==> src/rtl/gate_timing_pkg.sv <==
// gate_timing_pkg: shared types and defaults for the gate timing monitor.
// Holds the result index enum, the FSM state enum and width defaults.
package gate_timing_pkg;

  localparam int CNT_W_DEFAULT    = 8;
  localparam int NUM_MEAS_DEFAULT = 4;

  typedef enum logic [1:0] {
    TPDR = 2'd0,
    TPDF = 2'd1,
    TCDR = 2'd2,
    TCDF = 2'd3
  } meas_idx_e;

  typedef enum logic [1:0] {
    ST_IDLE  = 2'd0,
    ST_COUNT = 2'd1,
    ST_HOLD  = 2'd2
  } state_e;

endpackage

==> src/rtl/sync2.sv <==
// sync2: W-bit two-flop synchronizer, async active-low reset.
// Ports: clk, rst_n, d (async in), q (synced out).
module sync2
  import gate_timing_pkg::*;
#(
  parameter int W = 1
) (
  input  logic         clk,
  input  logic         rst_n,
  input  logic [W-1:0] d,
  output logic [W-1:0] q
);

  logic [W-1:0] s1;

  always_ff @(posedge clk or negedge rst_n) begin
    if (!rst_n) begin
      s1 <= '0;
      q  <= '0;
    end else begin
      s1 <= d;
      q  <= s1;
    end
  end

endmodule

==> src/rtl/gate_timing_monitor.sv <==
// gate_timing_monitor: measures first/last Y change per stimulus step.
// Ports: clk, rst_n, a..d, y, valid in; meas_* valid/ready result out.
module gate_timing_monitor
  import gate_timing_pkg::*;
#(
  parameter int CNT_W    = CNT_W_DEFAULT,
  parameter int NUM_MEAS = NUM_MEAS_DEFAULT
) (
  input  logic                        clk,
  input  logic                        rst_n,
  input  logic                        a,
  input  logic                        b,
  input  logic                        c,
  input  logic                        d,
  input  logic                        y,
  input  logic                        valid,
  input  logic                        meas_ready,
  output logic                        meas_valid,
  output logic [$clog2(NUM_MEAS)-1:0] meas_idx,
  output logic [CNT_W-1:0]            t_first,
  output logic [CNT_W-1:0]            t_last,
  output logic                        y_final,
  output logic                        timeout,
  output logic                        overrun,
  output logic                        seq_done
);

  localparam int IW = $clog2(NUM_MEAS);
  localparam logic [IW-1:0] IDX_ONE = IW'(1);
  localparam logic [IW-1:0] IDX_LAST = IW'(NUM_MEAS - 1);
  localparam logic [CNT_W-1:0] ONE = CNT_W'(1);

  logic [5:0] sv;

  sync2 #(.W(6)) u_sync (
    .clk   (clk),
    .rst_n (rst_n),
    .d     ({a, b, c, d, y, valid}),
    .q     (sv)
  );

  logic [3:0] in_s;
  logic [3:0] in_p;
  logic       y_s;
  logic       y_p;
  logic       v_s;
  logic       v_p;

  assign in_s = sv[5:2];
  assign y_s  = sv[1];
  assign v_s  = sv[0];

  always_ff @(posedge clk or negedge rst_n) begin
    if (!rst_n) begin
      in_p <= '0;
      y_p  <= 1'b0;
      v_p  <= 1'b0;
    end else begin
      in_p <= in_s;
      y_p  <= y_s;
      v_p  <= v_s;
    end
  end

  logic in_chg;
  logic y_chg;
  logic v_rise;

  assign in_chg = (in_s != in_p);
  assign y_chg  = y_s ^ y_p;
  assign v_rise = v_s & ~v_p;

  state_e           state;
  logic             active;
  logic             act_n;
  logic [CNT_W-1:0] cnt;
  logic [CNT_W-1:0] first;
  logic [CNT_W-1:0] last;
  logic             have_edge;

  logic             sat;
  logic             edge_c;
  logic [CNT_W-1:0] first_c;
  logic [CNT_W-1:0] last_c;
  logic             tmo_c;
  logic             cap;
  logic             drop;
  logic             acc;

  // Result view for this cycle: a Y edge coincident with the
  // valid rise is folded in before capture.
  assign sat     = &cnt;
  assign edge_c  = have_edge | y_chg;
  assign first_c = have_edge ? first : cnt;
  assign last_c  = y_chg ? cnt : last;
  assign tmo_c   = ~edge_c | sat;

  assign cap  = (state == ST_COUNT) & v_rise;
  assign drop = (state == ST_HOLD) & v_rise;
  assign acc  = meas_valid & meas_ready;

  // Capture closes the count; a same-cycle input change
  // restarts it after the capture.
  always_comb begin
    act_n = active;
    if (cap | drop) act_n = 1'b0;
    if (in_chg)     act_n = 1'b1;
  end

  always_ff @(posedge clk or negedge rst_n) begin
    if (!rst_n) begin
      active    <= 1'b0;
      cnt       <= '0;
      first     <= '0;
      last      <= '0;
      have_edge <= 1'b0;
    end else begin
      active <= act_n;
      if (in_chg) begin
        cnt       <= ONE;
        have_edge <= y_chg;
        first     <= '0;
        last      <= '0;
      end else if (active) begin
        if (!sat) cnt <= cnt + ONE;
        if (y_chg) begin
          last <= cnt;
          if (!have_edge) begin
            first     <= cnt;
            have_edge <= 1'b1;
          end
        end
      end
    end
  end

  always_ff @(posedge clk or negedge rst_n) begin
    if (!rst_n) begin
      state      <= ST_IDLE;
      meas_valid <= 1'b0;
      meas_idx   <= '0;
      t_first    <= '0;
      t_last     <= '0;
      y_final    <= 1'b0;
      timeout    <= 1'b0;
      overrun    <= 1'b0;
      seq_done   <= 1'b0;
    end else begin
      unique case (state)
        ST_IDLE: begin
          if (in_chg) state <= ST_COUNT;
        end
        ST_COUNT: begin
          if (v_rise) begin
            t_first    <= tmo_c ? '1 : first_c;
            t_last     <= tmo_c ? '1 : last_c;
            y_final    <= y_s;
            timeout    <= tmo_c;
            meas_valid <= 1'b1;
            state      <= ST_HOLD;
          end
        end
        ST_HOLD: begin
          if (drop) overrun <= 1'b1;
          if (acc) begin
            meas_valid <= 1'b0;
            if (meas_idx == IDX_LAST) begin
              meas_idx <= '0;
              seq_done <= 1'b1;
            end else begin
              meas_idx <= meas_idx + IDX_ONE;
            end
            state <= act_n ? ST_COUNT : ST_IDLE;
          end
        end
        default: state <= ST_IDLE;
      endcase
    end
  end

endmodule

==> config.mk <==
export PLATFORM = sky130hd
export DESIGN_NAME = gate_timing_monitor
export DESIGN_NICKNAME = d
export VERILOG_FILES = /design/src/rtl/gate_timing_pkg.sv /design/src/rtl/sync2.sv /design/src/rtl/gate_timing_monitor.sv
export SDC_FILE = /design/constraint.sdc
export NUM_CORES = 1
export LEC_CHECK = 0
export BUFFER_PORTS_ARGS = -buffer_cell sky130_fd_sc_hd__buf_4
export CORE_ASPECT_RATIO = 2
export CORE_MARGIN = 2
export CORE_UTILIZATION = 36
export CTS_CLUSTER_DIAMETER = 30
export DETAILED_ROUTE_END_ITERATION = 10
export MAX_ROUTING_LAYER = met4
export PLACE_DENSITY = 0.6
export SYNTH_ARGS = -nofsm -noshare
export SYNTH_HDL_FRONTEND = slang
export SYNTH_HIERARCHICAL = 1
export SYNTH_SLANG_ARGS = --single-unit
==> constraint.sdc <==
create_clock -name clk -period 2.3 [get_ports clk]
set_clock_uncertainty 0.05 [all_clocks]
set_input_delay 0.115 -clock clk [delete_from_list [all_inputs] [get_ports clk]]
set_output_delay 0.115 -clock clk [all_outputs]
set_load 0.01 [all_outputs]
After elaboration in Yosys (flattened, before gate mapping)
Index checks and enable logic that the tools add are counted.

storage, ports and cells
  register bits after elaboration = 69
  input port bits = 9
  output and inout bits = 23
  word-level logic and storage cells = 78

operators by class
  $add $sub $neg = 2
  equal/unequal tests = 8
  multiplexer cells = 26
  bitwise operators = 10
  reduce and logical (&&, ||, !) cells = 13

operators by type and width
  cell                                                                    count
  8-bit two-way mux                                                       12
  2-bit AND reduction                                                     5
  3-bit AND reduction                                                     3
  8-bit by 1-bit adder with 8-bit output (second input constant)          1
  1-bit two-way mux                                                       8
  2-bit two-way mux                                                       4
  2-bit != test (second input constant)                                   4
  8-bit AND reduction                                                     1
  2-bit case mux with 3 select lines                                      1
  2-bit nonzero test                                                      3
  1-bit bitwise AND                                                       4
  2-bit equality test (second input constant)                             2
  4-bit != test                                                           1
  1-bit OR                                                                3
  2-bit by 1-bit adder with 2-bit output (second input constant)          1
  2-bit by 1-bit equality test with 1-bit output (second input constant)  1
  2-bit logical NOT                                                       1
  1-bit inverter                                                          2
  1-bit case mux with 2 select lines                                      1
  1-bit bitwise XOR                                                       1

Logic depth before layout (Yosys ltp)
  word-level depth = 9
  depth in mapped cells = 6
  depth with buffers taken out = 5

By module
Netlist, hierarchy kept.

modules (own cells, without submodules)
  module               times used  cells an instance  area each (µm²)  sequential area each (µm²)
  gate_timing_monitor  1           239                2,628.8          1,426.4
  sync2                1           12                 300.3            300.3

Worst setup path after synthesis
No wires, ideal clock.

  path kind = flip-flop to flip-flop
  from = register cnt[0]
  to = register t_last[7]
  library setup time = 0.080 ns
  arrival = 1.358 ns
  data required time = 2.170 ns
  slack = 0.812 ns
  stages on the path, launching flop included = 7
  path buffers = 2
  clock period less this slack = 1.488 ns
  cell sequence = dfrtp_1 ha_1 nand3_2 o221a_4 buf_6 buf_8 a31oi_4

between the ends
  cells in the longest elaborated chain, start to end = 3

ends and longest elaborated chain
  element                   RTL line                    text
  start: declaration        gate_timing_monitor.sv:76   logic [CNT_W-1:0] cnt;
  start signal: assignment  gate_timing_monitor.sv:125  if (!sat) cnt <= cnt + ONE;
  8-bit AND reduction       gate_timing_monitor.sv:92   assign sat = &cnt;
  1-bit OR                  gate_timing_monitor.sv:96   assign tmo_c = ~edge_c | sat;
  8-bit two-way mux         gate_timing_monitor.sv:156  t_last <= tmo_c ? '1 : last_c;
  end signal: assignment    gate_timing_monitor.sv:156
  end: declaration          gate_timing_monitor.sv:21   output logic [CNT_W-1:0] t_last,

Every way passes these cells.
A chain may end at the register's enable or synchronous reset.

Worst setup path in the final report
  from = register cnt[0]
  to = register cnt[5]

between the ends
  cells in the longest elaborated chain, start to end = 4
  elaborated cells on any way between the ends = 7
  classes of those cells = add/sub (1); eq/ne (1); mux (3); reduce/logical (2)

ends and longest elaborated chain
  element                                 RTL line                    text
  8-bit by 1-bit adder with 8-bit output  gate_timing_monitor.sv:125
  8-bit two-way mux                       gate_timing_monitor.sv:125
  8-bit two-way mux                       gate_timing_monitor.sv:124  end else if (active) begin
  8-bit two-way mux                       gate_timing_monitor.sv:119  if (in_chg) begin

Parallel ways exist; a longest one is shown, timed or not. The select of a mux whose other input is x is not followed.

==> impl_metrics.json <==
{
  "critPathCaptureType": "flip-flop",
  "cts_tree": "done",
  "power_leakage_nw": 1.56,
  "syn_area_sq_um": 2930,
  "synth_seq_cells": 69,
  "die_w_um": 67.8,
  "synth.largest_area_cell": "dfrtp_1",
  "post_cts_buffers": 0,
  "finalSetupTns_ns": 0,
  "outcome": "completed",
  "fin_crit_sh_pct": 74.4,
  "tightest_slew_ns": 0.835,
  "cts_buffer_depth": 2,
  "maxCapViolCount": 0,
  "cpMaxStageDelayCell": "dfrtp_1",
  "dieArea_sq_um": 8920,
  "setup_violations": 0,
  "synth_edf_count": 0,
  "drc_errors": 0,
  "cts.clk_slew.worst_paths_ns": 0.05,
  "ant_nets": 0,
  "gp_congestion": 0.751,
  "grt-ovfl-total": 0,
  "synthCells": 251,
  "die_h_um": 132,
  "min_period_ns": 1.71,
  "diodes": 0,
  "worstPathArrival_ns": 1.91,
  "cp_max_fo": 7,
  "fmax_mhz": 585,
  "path_class": "reg -> reg",
  "ys_seq_area_share_pct": 58.9,
  "r2r-start": "cnt[0]$_DFFE_PN0P_",
  "synthTopCellsByCount": "dfrtp_1, nor2_1, nand2_1, mux2i_1, a21oi_1",
  "wirelength_um": 5480,
  "post_drt_wl_per_cell_um": 14.2,
  "ir_drop_v": 0.000586,
  "antenna_found_initial": 0,
  "syn-num-nets": 262,
  "post-synth-top-count-cell": "dfrtp_1",
  "synth_area_per_cell_sq_um": 11.7,
  "ctsRootBufferMaster": "clkbuf_16",
  "area_growth_pct": 20.2,
  "yosys_warnings": 6,
  "crit_chain": "ha_1 > nand3_2 > o211ai_1 > or3_1 > a21oi_1",
  "placeableCoreArea_sq_um": 7940,
  "cp.required_ns": 2.50,
  "synth_area_leaders": "dfrtp_1, mux2i_1, nor2_1",
  "cts_buffers": 9,
  "cts_max_level": 3,
  "dr.pass1.iters": 4,
  "io_buffers": 31,
  "fin_ws_ns": 0.590,
  "reg2reg_depth": 5,
  "ys.flop_type": "dfrtp_1",
  "gr-usage-all-layers_pct": 14.9,
  "startpoint_type": "flip-flop",
  "grt_max_degree": 70,
  "hold_class": "in -> reg",
  "slew_viol_final": 0,
  "drtIter0Drc": 81,
  "dr_total_vias": 1909,
  "rsz0062_at_grt": "no",
  "nets": 299,
  "synth_cell_types": 44,
  "holdPathEnd": "seq_done$_DFFE_PN0P_",
  "hold_depth": 2,
  "relSlewSlack_pct": 44.3,
  "via_per_inst": 4.93,
  "drive_above_1_share_pct": 23.4,
  "insertion_delay_ns": 0.33,
  "finalHoldViolCount": 0,
  "cp_slowest_stage_delay_ns": 0.47,
  "power_density_nw_per_um2": 993,
  "place_ws_ns": 0.572,
  "placementRows": 46,
  "grt_pass1_wl_um": 9440,
  "start_util_pct": 36.9,
  "ctsResizeCount": 0,
  "hp-start": "meas_ready",
  "grt_pass1_vias": 1997,
  "yosys.area.top_type_share_pct": 58.9,
  "r2r_slack_ns": 0.59,
  "ctsHoldBuffers": 7,
  "pin_count": 32,
  "async_flop_share_pct": 100,
  "finalPower_mw": 3.49,
  "clock-sinks": 69,
  "reg2reg_to": "cnt[5]$_DFFE_PN0P_",
  "post-dp-hpwl_um": 3790
}
## sequential cells by signal, indices dropped and copies added (netlist names)
signal,flops
cnt,8
first,8
last,8
t_first,8
t_last,8
u_sync/q,6
u_sync/s1,6
in_p,4
meas_idx,2
state,2
active,1
have_edge,1
meas_valid,1
overrun,1
seq_done,1
timeout,1
v_p,1
y_final,1
y_p,1
## worst max-delay path by stage
stage	depth (start not counted)	from	slack, ns	to
final	5	cnt[0]$_DFFE_PN0P_	0.59	cnt[5]$_DFFE_PN0P_
after global routing	5	cnt[0]$_DFFE_PN0P_	0.51	cnt[5]$_DFFE_PN0P_
after CTS	5	cnt[0]$_DFFE_PN0P_	0.56	cnt[5]$_DFFE_PN0P_
after detailed placement	5	cnt[0]$_DFFE_PN0P_	0.57	cnt[5]$_DFFE_PN0P_
after global placement	5	cnt[0]$_DFFE_PN0P_	0.64	cnt[5]$_DFFE_PN0P_
after floorplan	6	cnt[0]$_DFFE_PN0P_	0.81	t_last[7]$_DFFE_PN0P_
## worst max-delay path, delay by kind of cell (launching register included)
family	cells	cell delay, ns
compound gates	2	0.34
fa+ha+maj	1	0.28
flops	1	0.47
simple gates	2	0.48
## where the power goes
| part | internal [mW] | switching (mW) | leakage (nW) |
|---|---|---|---|
| Sequential | 1.41 | 0.135 | 0.849 |
| Clock | 0.775 | 0.466 | 0.128 |
| Combinational | 0.377 | 0.333 | 0.584 |
## final cells by class
class / instances / area, sq um
fill: 782 / 4420
sequential: 69 / 1730
multi-input combinational: 161 / 1050
timing repair buffer: 43 / 340
clock buffer: 13 / 260
tap: 96 / 120
inverter: 4 / 15.0
clock inverter: 1 / 7.51
## cells in the final DEF (no fill, tap or decap), types with 7 or more instances in the layout
cell	instances
nand2_1	27
dlygate4sd3_1	7
a31oi_1	8
a21oi_1	12
buf_4	36
dfrtp_1	69
clkbuf_16	9
nand3_1	9
nor2_1	29
a21oi_2	8
mux2i_1	17
## metal layers
metal	wire length, um	up-vias	track usage, %
li1	-	932	-
met1	2070	918	15.5
met2	2930	42	23.6
met3	231	17	4.45
met4	248	0	9.56
met5	0	-	-
## logic make-up after synthesis
family,count (synthesis),synth area share [%]
AO/OA/AOI/OAI,47,11.6
XOR/XNOR,9,2.69
AND/OR/NAND/NOR,84,14.1
buffers and inverters,21,5.21
multiplexers,19,6.58
adder cells (fa/ha/maj),2,0.854
flip-flops,69,58.9
## metrics by stage
step / cell area [sq um] / utilization, % / hold WS [ns] / cells
6_report: 3520 / 44.3 / 0.00809 / 387
5_1_grt: 3520 / 44.3 / 0.00901 / 387
4_1_cts: 3520 / 44.3 / 0.00391 / 387
3_5_place_dp: 3180 / 40.1 / 0.175 / 366
3_3_place_gp: 3180 / 40.1 / 0.175 / 366
2_1_floorplan: 2930 / - / -0.231 / 251
Power figures use the tool's default switching activity.
